### config.mk
export PLATFORM = sky130hd
export DESIGN_NAME = prco_lmem_dp_flat
export DESIGN_NICKNAME = d
export VERILOG_FILES = /design/src/rtl/prco_lmem_dp_if.sv /design/src/rtl/prco_lmem_dp.sv /design/src/flat_wrapper.sv
export SDC_FILE = /design/constraint.sdc
export NUM_CORES = 1
export LEC_CHECK = 0
export CORE_MARGIN = 2
export CORE_UTILIZATION = 40
export DETAILED_ROUTE_END_ITERATION = 8
export SLEW_MARGIN = 20
export SYNTH_ARGS = -nofsm -noshare
export SYNTH_HDL_FRONTEND = slang
export SYNTH_SLANG_ARGS = --single-unit
### constraint.sdc
create_clock -name i_clk -period 3.9 [get_ports i_clk]
set_input_delay 0.78 -clock i_clk [delete_from_list [all_inputs] [get_ports i_clk]]
set_output_delay 0.78 -clock i_clk [all_outputs]
set_load 0.1 [all_outputs]
### src/rtl/prco_lmem_dp_if.sv
// Port A / port B bus of the prco dual-port local memory.
// Signal names match the memory's pin names so both sides read the same.
interface prco_lmem_dp_if #(
  parameter int WIDTH = 16
);
  logic                 i_mem_we;
  logic [WIDTH/8-1:0]   i_mem_be;
  logic [15:0]          i_mem_addr;
  logic [WIDTH-1:0]     i_mem_dina;
  logic [WIDTH-1:0]     q_mem_douta;
  logic [15:0]          i_mem_addrb;
  logic [WIDTH-1:0]     q_mem_doutb;
  logic                 q_ready;
  logic                 q_err;

  modport master (
    output i_mem_we, i_mem_be, i_mem_addr, i_mem_dina, i_mem_addrb,
    input  q_mem_douta, q_mem_doutb, q_ready, q_err
  );

  modport slave (
    input  i_mem_we, i_mem_be, i_mem_addr, i_mem_dina, i_mem_addrb,
    output q_mem_douta, q_mem_doutb, q_ready, q_err
  );
endinterface

### src/rtl/prco_lmem_dp.sv
// Dual-port local memory: port A read/write with byte enables, port B read-only.
// A clear sequencer zeroes every word after reset before accesses are accepted.
module prco_lmem_dp #(
  parameter int DEPTH       = 32,
  parameter int WIDTH       = 16,
  parameter int WRITE_FIRST = 1
) (
  input  logic           i_clk,
  input  logic           i_rst,
  prco_lmem_dp_if.slave  bus
);
  localparam int NB = WIDTH / 8;
  localparam int AW = (DEPTH > 1) ? $clog2(DEPTH) : 1;

  typedef enum logic {CLEAR, READY} state_t;

  state_t           r_state, w_state_nxt;
  logic [AW-1:0]    r_ptr, w_ptr_nxt;
  logic [WIDTH-1:0] r_mem [DEPTH];
  logic [WIDTH-1:0] r_douta, r_doutb;
  logic             r_err;

  logic             w_a_ok, w_b_ok;
  logic [AW-1:0]    w_idx_a, w_idx_b;
  logic [WIDTH-1:0] w_old_a, w_old_b, w_merged;
  logic             w_we;
  logic [AW-1:0]    w_widx;
  logic [WIDTH-1:0] w_wdat;

  // Full 16-bit compare: out-of-range addresses must never alias onto low words.
  assign w_a_ok  = (32'(bus.i_mem_addr)  < 32'(DEPTH));
  assign w_b_ok  = (32'(bus.i_mem_addrb) < 32'(DEPTH));
  assign w_idx_a = bus.i_mem_addr[AW-1:0];
  assign w_idx_b = bus.i_mem_addrb[AW-1:0];
  assign w_old_a = w_a_ok ? r_mem[w_idx_a] : '0;
  assign w_old_b = w_b_ok ? r_mem[w_idx_b] : '0;

  always_comb begin
    w_merged = w_old_a;
    for (int n = 0; n < NB; n++)
      if (bus.i_mem_be[n]) w_merged[8*n +: 8] = bus.i_mem_dina[8*n +: 8];
  end

  always_comb begin
    w_state_nxt = r_state;
    w_ptr_nxt   = r_ptr;
    w_we        = 1'b0;
    w_widx      = w_idx_a;
    w_wdat      = w_merged;
    case (r_state)
      CLEAR: begin
        w_we   = 1'b1;
        w_widx = r_ptr;
        w_wdat = '0;
        if (r_ptr == AW'(DEPTH - 1)) w_state_nxt = READY;
        else                         w_ptr_nxt   = r_ptr + AW'(1);
      end
      READY: w_we = bus.i_mem_we && w_a_ok && (|bus.i_mem_be);
      default: w_state_nxt = CLEAR;
    endcase
  end

  always_ff @(posedge i_clk or posedge i_rst) begin
    if (i_rst) begin
      r_state <= CLEAR;
      r_ptr   <= '0;
    end else begin
      r_state <= w_state_nxt;
      r_ptr   <= w_ptr_nxt;
    end
  end

  // Array has no reset; the clear sequence is what makes it clean.
  always_ff @(posedge i_clk) begin
    if (w_we && !i_rst) r_mem[w_widx] <= w_wdat;
  end

  // Port B reads the pre-edge word, so a same-cycle port A write is not visible.
  always_ff @(posedge i_clk or posedge i_rst) begin
    if (i_rst) begin
      r_douta <= '0;
      r_doutb <= '0;
      r_err   <= 1'b0;
    end else if (r_state != READY) begin
      r_douta <= '0;
      r_doutb <= '0;
      r_err   <= 1'b0;
    end else begin
      r_douta <= !w_a_ok ? '0 : (WRITE_FIRST != 0) ? w_merged : w_old_a;
      r_doutb <= w_old_b;
      r_err   <= !w_a_ok || !w_b_ok;
    end
  end

  assign bus.q_mem_douta = r_douta;
  assign bus.q_mem_doutb = r_doutb;
  assign bus.q_err       = r_err;
  assign bus.q_ready     = (r_state == READY);
endmodule

### src/flat_wrapper.sv
// flat-port wrapper written by rule: the top's interface ports become plain ports
module prco_lmem_dp_flat 
#(
  parameter int DEPTH       = 32,
  parameter int WIDTH       = 16,
  parameter int WRITE_FIRST = 1
)
  (i_clk, i_rst, bus_i_mem_we, bus_i_mem_be, bus_i_mem_addr, bus_i_mem_dina, bus_i_mem_addrb, bus_q_mem_douta, bus_q_mem_doutb, bus_q_ready, bus_q_err);
  prco_lmem_dp_if #(.WIDTH(WIDTH)) bus_i ();
  input  logic i_clk;
  input  logic i_rst;
  input wire logic [$bits(bus_i.i_mem_we)-1:0] bus_i_mem_we;
  input wire logic [$bits(bus_i.i_mem_be)-1:0] bus_i_mem_be;
  input wire logic [$bits(bus_i.i_mem_addr)-1:0] bus_i_mem_addr;
  input wire logic [$bits(bus_i.i_mem_dina)-1:0] bus_i_mem_dina;
  input wire logic [$bits(bus_i.i_mem_addrb)-1:0] bus_i_mem_addrb;
  output wire logic [$bits(bus_i.q_mem_douta)-1:0] bus_q_mem_douta;
  output wire logic [$bits(bus_i.q_mem_doutb)-1:0] bus_q_mem_doutb;
  output wire logic [$bits(bus_i.q_ready)-1:0] bus_q_ready;
  output wire logic [$bits(bus_i.q_err)-1:0] bus_q_err;
  assign bus_i.i_mem_we = bus_i_mem_we;
  assign bus_i.i_mem_be = bus_i_mem_be;
  assign bus_i.i_mem_addr = bus_i_mem_addr;
  assign bus_i.i_mem_dina = bus_i_mem_dina;
  assign bus_i.i_mem_addrb = bus_i_mem_addrb;
  assign bus_q_mem_douta = bus_i.q_mem_douta;
  assign bus_q_mem_doutb = bus_i.q_mem_doutb;
  assign bus_q_ready = bus_i.q_ready;
  assign bus_q_err = bus_i.q_err;
  prco_lmem_dp #(.DEPTH(DEPTH), .WIDTH(WIDTH), .WRITE_FIRST(WRITE_FIRST)) u_core (.i_clk(i_clk), .i_rst(i_rst), .bus(bus_i));
endmodule
After elaboration in Yosys (flattened, before gate mapping)

Memories as Yosys holds them, arrays and structs flattened.
Index checks and enable logic that the tools add are counted.

Add/subtract/negate cells: 1
Magnitude comparators: 2
Eq/ne operators: 1
Mux-type cells: 15
Bitwise operators: 2
Reduce and logical (&&, ||, !) cells: 9

Operators by type and width:

| kind                                                 | count |
|---|---|
| 2-to-1 mux 16 bit                                    | 6 |
| < comparator 16 x 6 -> 1 bit (second input constant) | 2 |
| 2-to-1 mux 8 bit                                     | 2 |
| adder 5 x 1 -> 5 bit (second input constant)         | 1 |
| == test 5 bit (second input constant)                | 1 |
| 2-to-1 mux 1 bit                                     | 5 |
| 2-to-1 mux 5 bit                                     | 1 |
| logical AND 1 bit                                    | 3 |
| logical NOT 1 bit                                    | 3 |
| inverter 1 bit                                       | 2 |
| one-hot mux 1 bit (2 select lines)                   | 1 |
| AND reduction 2 bit                                  | 1 |
| OR reduction 2 bit                                   | 1 |
| logical OR 1 bit                                     | 1 |

Register bits: 39
RAM bits: 512
Input bits: 53
Output and inout bits: 34
Logic and storage cells: 36
Memories kept: 1

Memories:

| name         | words | width | read ports | clocked after memory_dff | wr ports | line               | source |
|---|---|---|---|---|---|---|---|
| u_core.r_mem | 32    | 16    | 2          | 0                        | 1        | prco_lmem_dp.sv:19 | `logic [WIDTH-1:0] r_mem [DEPTH];` |

Depth between registers and ports, before layout

Gate-level depths: netlist (run 1).

Word-level depth: 7
Gate-level depth with buffers: 9
Depth with buffers taken out: 6

Worst setup path after synthesis (run 1)

No wires, ideal clock.

Kind: input port to flip-flop
Start: input bus_i_mem_addr[10]
End: memory u_core.r_mem[0][10] (data pin)
Library setup time: 465 ps
Arrival time: 3,427 ps
Data required time: 3,435 ps
Setup slack: 8 ps
Stages on the path: 5
Buffers on the path: 0
Path through: nor4_1 -> nand2_1 -> nor3_2 -> a22oi_1 -> a21boi_0

Cells in the longest elaborated chain, start to end: 4

RTL lines:

| item                         | line               | source |
|---|---|---|
| start, declared              | flat_wrapper.sv:14 | `input wire logic [$bits(bus_i.i_mem_addr)-1:0] bus_i_mem_addr;` |
| < comparator 16 x 6 -> 1 bit | prco_lmem_dp.sv:31 | `assign w_a_ok = (32'(bus.i_mem_addr) < 32'(DEPTH));` |
| 2-to-1 mux 16 bit            | prco_lmem_dp.sv:35 | `assign w_old_a = w_a_ok ? r_mem[w_idx_a] : '0;` |
| 2-to-1 mux 8 bit             | prco_lmem_dp.sv:41 | `if (bus.i_mem_be[n]) w_merged[8*n +: 8] = bus.i_mem_dina[8*n +: 8];` |
| 2-to-1 mux 16 bit            | prco_lmem_dp.sv:50 | `case (r_state)` |
| via u_core.w_wdat[10]        | prco_lmem_dp.sv:28 | `logic [WIDTH-1:0] w_wdat;` |
| end, declared                | prco_lmem_dp.sv:19 |  |

The timed path passes the listed nets, and every way through them passes these cells.

Final worst setup path (run 1)

Start: input bus_i_mem_addr[10]
End: memory u_core.r_mem[0][5] (enable)

Cells in the longest elaborated chain, start to end: 7

RTL lines:

| item                                   | line               | source |
|---|---|---|
| < comparator 16 x 6 -> 1 bit           | prco_lmem_dp.sv:31 |  |
| logical AND 1 bit (2 in series)        | prco_lmem_dp.sv:58 | `READY: w_we = bus.i_mem_we && w_a_ok && (\|bus.i_mem_be);` |
| one-hot mux 1 bit (2 select lines)     | prco_lmem_dp.sv:50 |  |
| logical AND 1 bit                      | prco_lmem_dp.sv:75 | `if (w_we && !i_rst) r_mem[w_widx] <= w_wdat;` |
| 2-to-1 mux 1 bit                       | prco_lmem_dp.sv:75 |  |
| 2-to-1 mux 1 bit (implied by the code) | prco_lmem_dp.sv:75 |  |

No other way between the ends.

==> results of run 1 <==
==> layout make-up <==
type	count	area, sq um
sequential	551	16400
tap	846	1060
fill	5246	32700
timing repair buffer	208	1950
inverter	7	26.3
clock buffer	72	1670
clock inverter	38	385
multi-input combinational	645	8680
==> final timing paths <==
path                                    startpoint                         end  depth (start not counted)
worst max-delay path            bus_i_mem_addr[10]          u_core.r_mem[0][5]                          8
worst min-delay path               u_core.r_ptr[2]             u_core.r_ptr[2]                          1
worst max register to register  u_core.bus.q_ready          u_core.r_mem[0][5]                          4
worst min register to register     u_core.r_ptr[2]             u_core.r_ptr[2]                          1
max in group asynchronous                    i_rst   u_core.bus.q_mem_doutb[9]                          2
min in group asynchronous                    i_rst  u_core.bus.q_mem_douta[13]                          2
==> power by group through the flow <==
stage / combinational, uW / clock, uW / sequential, uW
final: 874 / 5840 / 6460
after global routing: 930 / 6160 / 6450
after global placement: 875 / 0 / 6580
after CTS: 883 / 5930 / 6460
after floorplan: 551 / 0 / 6590
after detailed placement: 882 / 0 / 6580
==> flip-flops by register name (all words and copies together), names as in the netlist <==
register / cells
u_core.bus.q_err: 1
u_core.bus.q_mem_douta: 16
u_core.r_mem: 512
u_core.r_ptr: 5
u_core.bus.q_mem_doutb: 16
u_core.bus.q_ready: 1
==> stage by stage <==
stage          power (uW)  cell area, sq um  utilization [%]  setup slack (ps)  instances
2_1_floorplan        7140             25400                -              7.68       1295
3_3_place_gp         7460             28000             44.6               181       2257
3_5_place_dp         7460             28000             44.6               160       2257
4_1_cts             13300             30100             47.9               798       2367
5_1_grt             13500             30100             47.9               629       2367
6_report            13200             30100             47.9               746       2367
==> cells in the mapped netlist, types with 3 or more instances <==
cell / instances
a211oi_1: 18
a21boi_0: 12
a21boi_1: 4
a21oi_1: 33
a221oi_1: 4
a22o_1: 14
a22oi_1: 43
a32oi_1: 3
buf_1: 8
buf_2: 41
buf_4: 10
buf_6: 4
clkbuf_1: 29
dfrtp_1: 39
edfxtp_1: 512
inv_1: 6
mux2_2: 9
mux2i_1: 64
mux4_2: 264
nand2_1: 66
nand3_1: 4
nand4_1: 4
nor2_1: 39
nor2b_1: 21
nor3_1: 5
nor3_2: 4
nor4_1: 5
o211ai_1: 4
o21ai_0: 4
o32ai_1: 3
xnor2_1: 3
==> logic make-up (layout without fill, tap and decap cells) <==
kind of cell             Yosys count  count (layout)  share of synthesized area (%)
XOR/XNOR                           3               3                          0.104
adder cells (fa/ha/maj)            2               2                         0.0987
buffers and inverters             99             325                           1.93
AO/OA/AOI/OAI                    147             147                           4.12
AND/OR/NAND/NOR                  156             156                           2.89
flip-flops                       551             551                           64.5
multiplexers                     337             337                           26.4
==> layer usage <==
metal	routed length, microns	vias up	GRT usage [%]
li1	-	5909	-
met1	28900	7693	30.0
met2	35600	679	36.3
met3	5310	124	3.69
met4	2770	0	8.85
met5	0	-	0
==> flow_summary.ini, run 1 <==
[timing]
fin_crit_ps = 3150
setup_violations = 0
worst_hold_slack_ps = 547
rsz0062_at_grt = false
tns_ps = 0
skew_ps = 25.5
fmax_mhz = 317
relSlewSlack_pct = 32.9
fin_crit_sh_pct = 80.9
hold_violations = 0
worst_slew_pin_slew_ps = 1000
slew_viol_final = 0

[yosys]
synth_async_sr_flop_share_pct = 7.08
syn_inst = 1295
synth-seq-cells = 551
synth_top_area_share_pct = 60.6
synth.distinct_cells = 43
syn_area_sq_mm = 0.0254
synth_edf_count = 512
synth_nets = 1350
ys_top_cells_by_area = edfxtp_1 61%, mux4_2 23%, dfrtp_1 3.8%
syn_area_per_cell_sq_um = 19.6
yosysSeqAreaShare_pct = 64.5
yosysWarnings = 0
yosys_most_used_dff = edfxtp_1
synth.largest_area_cell = edfxtp_1

[layout]
antennaDiodeCount = 0
layout_commonest_cell = edfxtp_1
area_growth_pct = 18.8
layout.nets = 1527
drive_above_1_share_pct = 36.4
final_cell_mix = 512 x edfxtp_1, 264 x mux4_2, 112 x buf_4

[floorplan]
fp.coreArea_sq_mm = 0.0629
die_y_microns = 256
pin_count = 87
die_x_microns = 256
die_area_sq_mm = 0.0654
rows = 92
start_util_pct = 40.3

[clocking]
numCtsBuffers = 59
worstSkewPairLatency_ps = 630
htreeDepth = 2
clkTransAtPathRegs_ps = 60
clock_sinks = 551
clock-root-buffer = clkbuf_16
cts_buffer_depth = 3
ctsResizeCount = 0
cts_tree = done
postCtsHoldBufs = 0
postCtsSetupRepairBufs = 0

[grt]
antenna_found_initial = 1
grt_max_degree = 46
grt-ovfl-total = 0
grt_usage_pct = 22.3
grt_pass1_vias = 15000
grt_pass1_wl_mm = 105

[pwr]
swShare_pct = 21.4
pwr-share-clk_pct = 44.3
seq_power_share_pct = 49.0
pwr-share-comb_pct = 6.6
p_sw_uw = 2820
peakVddDrop_uv = 357
p_per_area_mw_per_mm2 = 437
p_leak_uw = 0.0105
p_int_uw = 10400

[worst_setup_path]
path_common_cell = buf_4
cp_cell_sequence = clkdlybuf4s50_1 -> nor4_1 -> buf_4 -> nand4_1 -> a21oi_1 -> o21ai_1 -> nor2_2 -> buf_4
crit_family = compound AO/OA/AOI/OAI gates
start_kind = primary input
critPathMaxStageDelay_ps = 600
slowest_stage = a21oi_1
crit_fanout = 11
crit_buf_inv = 3
crit_type = in2reg
worstPathRequired_ps = 4210
arrival_ps = 3460
end_kind = flop
rrSetupSlack_ps = 1320

[detailed_routing]
vias = 14400
dr.pass1.iters = 6
drt_wl_total_mm = 72.6
drc = 0
wire_per_inst_microns = 30.7
ant_nets = 0
viasPerCell = 6.09
first_iter_violations = 1606

[min_path]
hp-class = reg2reg

[outcome]
outcome = completed

[placement]
gp_congestion = 0.846
dp_hpwl_mm = 48.4
io_buffers = 86

[job]
maxCapViolCount = 0
Power figures use the tool's default switching activity.
==> inputs of run 2 (changes only) <==
==> constraint.sdc (replaced) <==
create_clock -name i_clk -period 2.91 [get_ports i_clk]
set_input_delay 0.582 -clock i_clk [delete_from_list [all_inputs] [get_ports i_clk]]
set_output_delay 0.582 -clock i_clk [all_outputs]
set_load 0.1 [all_outputs]
==> run 2 against run 1 <==
Sequential power rose by 34%; sequential share of layout area shrank 0.95 points; register-to-register slack got worse by 880 ps; utilization rose by 0.85 points; first-iteration DRC count fell by 9.3%; routed wire length is 1.9% higher; global-route usage increased by 0.48 points; total power is 28% higher; die area is the same; final cell count is 1.7% higher; clock-buffer cell count increased by 1; critical path depth up 2; largest cell class unchanged; highest routed layer unchanged.
==> flow_summary.ini, run 2 (same netlist as run 1, synthesis figures left out) <==
[grt]
grt_pass1_wl_mm = 108
grt_max_degree = 49
grt_usage_pct = 22.7
grt-ovfl-total = 0
grt_pass1_vias = 15400
antenna_found_initial = 4

[floorplan]
die_x_microns = 256
fp.coreArea_sq_mm = 0.0629
start_util_pct = 40.3
rows = 92
die_area_sq_mm = 0.0654
pin_count = 87
die_y_microns = 256

[clocking]
clkTransAtPathRegs_ps = 60
clock_sinks = 551
htreeDepth = 2
worstSkewPairLatency_ps = 620
cts_buffer_depth = 3
cts_tree = done
ctsResizeCount = 0
postCtsSetupRepairBufs = 0
numCtsBuffers = 57
postCtsHoldBufs = 0
clock-root-buffer = clkbuf_16

[min_path]
hp-class = in2async

[worst_setup_path]
start_kind = primary input
crit_buf_inv = 5
slowest_stage = clkdlybuf4s50_1
cp_cell_sequence = clkdlybuf4s50_1 -> nor4_1 -> buf_4 -> nand4_1 -> a21oi_1 -> buf_4 -> o21ai_1 -> buf_12 -> nor2_2 -> buf_4
crit_type = in2reg
arrival_ps = 2820
end_kind = flop
path_common_cell = buf_4
crit_family = buffers and inverters
worstPathRequired_ps = 3210
critPathMaxStageDelay_ps = 410
rrSetupSlack_ps = 440
crit_fanout = 10

[detailed_routing]
ant_nets = 0
drt_wl_total_mm = 74.0
wire_per_inst_microns = 30.7
dr.pass1.iters = 5
viasPerCell = 6.12
first_iter_violations = 1457
vias = 14700
drc = 0

[pwr]
pwr-share-clk_pct = 41.2
p_per_area_mw_per_mm2 = 550
p_sw_uw = 3720
p_leak_uw = 0.0108
p_int_uw = 13200
swShare_pct = 22.0
seq_power_share_pct = 51.3
peakVddDrop_uv = 453
pwr-share-comb_pct = 7.5

[layout]
layout_commonest_cell = edfxtp_1
fillCellCount = 5172
largest_register_ffs = 512
drive_above_1_share_pct = 39.4
layout.nets = 1569
area_growth_pct = 20.9
regMostFlops = u_core.r_mem
regArea_sq_mm = 0.0164
multi_input_area_sq_mm = 0.00865
final_cell_mix = 512 x edfxtp_1, 264 x mux4_2, 139 x buf_4

[outcome]
outcome = completed

[timing]
skew_ps = 15.1
relSlewSlack_pct = 50.0
hold_violations = 0
setup_violations = 0
worst_slack_ps = 387
slew_viol_final = 0
worst_slew_pin_slew_ps = 749
fmax_mhz = 396
rsz0062_at_grt = false
tns_ps = 0
worst_hold_slack_ps = 468
fin_crit_ps = 2520
fin_crit_sh_pct = 86.7

[placement]
io_buffers = 86
dp_hpwl_mm = 50.5
gp_congestion = 0.874
dp_slack_ps = -186

[job]
maxCapViolCount = 0
[run 2: cell count changes in the layout (fill, tap and decap cells not counted), moves of 5 or more]
cell             previous run  this run
buf_12                     15        65
bufinv_16                   7         2
buf_4                     112       139
clkbuf_16                  65        59
clkdlybuf4s50_1            77        44
clkbuf_1                    5        12
clkinv_1                   10        15
[run 2: worst register-to-register path: cells and delay by family, from the launching register on]
kind | cells | cell delay (ps)
flops | 1 | 590
simple gates | 1 | 140
buf+inv | 4 | 970
compound gates | 2 | 450
[run 2: final timing paths]
| path | from | endpoint | cells past startpoint |
|---|---|---|---|
| worst max-delay path | bus_i_mem_addr[10] | u_core.r_mem[3][10] | 10 |
| worst min-delay path | i_rst | u_core.bus.q_mem_douta[14] | 3 |
| worst max register to register | u_core.bus.q_ready | u_core.r_mem[3][10] | 7 |
| worst min register to register | u_core.r_ptr[2] | u_core.r_ptr[2] | 1 |
| max in group asynchronous | i_rst | u_core.bus.q_mem_doutb[6] | 3 |
| min in group i_clk | u_core.r_ptr[2] | u_core.r_ptr[2] | 1 |
[run 2: cell type report]
cell class                      instances  share of cell area [%]
Antenna cell                            1                 0.00816
Multi-Input combinational cell        645                    28.2
Clock buffer                           73                    5.05
Clock inverter                         32                   0.653
Inverter                                7                  0.0857
Sequential cell                       551                    53.3
Timing Repair Buffer                  252                    9.20
Tap cell                              846                    3.45
[run 2: routing by layer]
layer	track usage (%)	vias up	routed length [microns]
li1	-	5993	-
met1	30.3	7952	29700
met2	38.0	665	36700
met3	3.74	132	5080
met4	7.93	0	2490
met5	0	-	0
[run 2: power by group through the flow]
stage          Clock [uW]  Sequential [uW]  Combinational (uW)
2_1_floorplan           0             8820                 746
3_3_place_gp            0             8820                1260
3_5_place_dp            0             8820                1280
4_1_cts              7080             8650                1280
5_1_grt              7390             8650                1340
6_report             6960             8650                1260
[run 2: through the flow]
stage,util [%],area [sq um],total power (uW),cells
detailed placement,46.0,28900,10100,2301
CTS,48.8,30700,17000,2406
floorplan,-,25400,9570,1295
global placement,46.0,28900,10100,2301
finish,48.8,30700,16900,2407
global route,48.8,30700,17400,2406
==> inputs of run 3 (changes only) <==
--- a/config.mk
+++ b/config.mk
@@ -6,8 +6,9 @@
 export NUM_CORES = 1
 export LEC_CHECK = 0
 export CORE_MARGIN = 2
-export CORE_UTILIZATION = 40
+export CORE_UTILIZATION = 56
 export DETAILED_ROUTE_END_ITERATION = 8
+export PLACE_DENSITY = 0.77
 export SLEW_MARGIN = 20
 export SYNTH_ARGS = -nofsm -noshare
 export SYNTH_HDL_FRONTEND = slang
==> constraint.sdc (replaced) <==
create_clock -name i_clk -period 2.1 [get_ports i_clk]
set_input_delay 0.42 -clock i_clk [delete_from_list [all_inputs] [get_ports i_clk]]
set_output_delay 0.42 -clock i_clk [all_outputs]
set_load 0.1 [all_outputs]
==> run 3 against run 2 <==
The run now ends with negative setup slack left; clock power is 42% higher; via count grew 8.9%; die area is 28% lower; sequential power rose by 39%; sequential share of layout area fell by 3.2 points; utilization is 25 points higher; first-iteration DRC count up 54%; register-to-register slack worse by 440 ps; combinational power is 63% higher; clock-buffer cell count down 2; final cell count shrank 4.6%; non-clock buffer count up 147; largest cell class unchanged; highest routed layer is now met5.
==> flow_summary.ini, run 3 (same netlist as run 1, synthesis figures left out) <==
[floorplan]
die_y_microns = 217
die_x_microns = 217
pin_count = 87
rows = 77
die_area_sq_mm = 0.0470
start_util_pct = 57.1
fp.coreArea_sq_mm = 0.0444

[detailed_routing]
viasPerCell = 6.99
vias = 16100
dr.pass1.iters = 5
wire_per_inst_microns = 33.8
first_iter_violations = 2237
ant_nets = 0
drt_wl_total_mm = 77.7
drc = 0

[worst_setup_path]
end_kind = flop
worstPathRequired_ps = 2540
start_kind = flop
crit_type = reg2reg
arrival_ps = 2540
crit_fanout = 3

[clocking]
cts_tree = done
clock-root-buffer = clkbuf_16
clkTransAtPathRegs_ps = 70
htreeDepth = 2
cts_buffer_depth = 3
numCtsBuffers = 54
clock_sinks = 551
postCtsHoldBufs = 0
worstSkewPairLatency_ps = 610

[placement]
dpl_cell_area_sq_mm = 0.0303
io_buffers = 86
gp_congestion = 0.921
dp_hpwl_mm = 52.4

[layout]
final_cell_area_sq_mm = 0.0326
final_cell_mix = 512 x edfxtp_1, 264 x mux4_2, 253 x buf_4
fillCellCount = 2509
regMostFlops = u_core.r_mem
largest_register_ffs = 512
area_growth_pct = 28.6
drive_above_1_share_pct = 48.0
layout_commonest_cell = edfxtp_1
layout.nets = 1718

[timing]
fmax_mhz = 476
rsz0062_at_grt = true
skew_ps = 27.5
hold_violations = 0
slew_viol_final = 0
fin_crit_ps = 2100
relSlewSlack_pct = 63.9
setup_violations = 1
worst_slew_pin_slew_ps = 541
worst_slack_ps = -1.76
fin_crit_sh_pct = 100
tns_ps = -1.76

[job]
maxCapViolCount = 0

[grt]
grt_pass1_vias = 16300
grt-ovfl-total = 0
grt_pass1_wl_mm = 112
grt_max_degree = 40
antenna_found_initial = 3
grt_usage_pct = 33.6

[min_path]
hp-class = in2reg

[outcome]
outcome = complete, but fails checks
violations = negative setup slack

[pwr]
p_per_area_mw_per_mm2 = 734
p_leak_uw = 0.0120
peakVddDrop_uv = 633
==> run 3: cell count changes in the layout (fill, tap and decap cells not counted), sizes merged <==
cell / before / now
a21boi: 16 / 21
buf: 207 / 351
bufbuf: 0 / 2
bufinv: 2 / 7
clkbuf: 74 / 73
clkdlybuf4s50: 44 / 35
clkinv: 27 / 15
dlygate4sd2: 0 / 6
dlymetal6s2s: 0 / 3
==> run 3: power by group <==
part           total, uW  switching [uW]  internal (uW)
Sequential         12000          0.0568          12000
Combinational       2050            1060            987
Clock               9900            4040           5850
==> run 3: what timing repair did <==
action / in CTS / in global routing
resized for setup: 12 / 27
gates cloned: 5 / 3
endpoints found under the setup margin: 665 / 758
pin swaps: 11 / 18
buffers inserted: 13 / 12
==> run 3: layout make-up <==
class / count / area [sq um] / area share [%]
timing repair buffer: 399 / 4270 / 13.1
antenna: 1 / 2.50 / 0.00767
multi-input combinational: 650 / 9420 / 28.9
sequential: 551 / 16400 / 50.1
inverter: 7 / 26.3 / 0.0806
clock inverter: 25 / 305 / 0.936
tap: 592 / 741 / 2.27
clock buffer: 71 / 1500 / 4.59
==> run 3: final timing paths <==
path | from | endpoint | slack (ps) | cells after the start
min in group asynchronous | i_rst | u_core.bus.q_mem_doutb[1] | 430 | 4
min reg2reg | u_core.r_ptr[1] | u_core.r_ptr[1] | 570 | 1
min | bus_i_mem_addrb[3] | u_core.bus.q_mem_doutb[3] | 410 | 3
max | u_core.r_mem[21][10] | u_core.bus.q_mem_douta[10] | -2 | 8
max reg2reg | u_core.r_mem[21][10] | u_core.bus.q_mem_douta[10] | -2 | 8
max in group asynchronous | i_rst | u_core.bus.q_ready | 1410 | 4
==> run 3: worst max-delay path: stages (launching register included) <==
cell and delay, ps:
edfxtp_1 420, mux4_2 520, mux2i_1 140, mux2i_1 90, buf_4 150, a22oi_2 190, buf_6 180, buf_4 110
a21oi_1 140
==> run 3: per-layer routing <==
layer	part of all wire [%]	track usage [%]	routed length (microns)
met1	35	44.6	27000
met2	49	54.3	38300
met3	9.5	5.28	7390
met4	6.4	18.5	4990
met5	0.027	0	21
==> run 3: metrics by stage <==
step | total power (uW) | instances | worst slack, ps | utilization (%) | hold WS (ps)
final | 23900 | 2296 | -1.76 | 73.4 | 406
after global routing | 24500 | 2296 | -24.3 | 73.4 | 419
after CTS | 23900 | 2280 | 8.48 | 72.8 | 374
after detailed placement | 14200 | 2166 | -762 | 68.2 | 556
after global placement | 14200 | 2166 | -712 | 68.2 | 522
after floorplan | 13300 | 1295 | -113 | - | 518
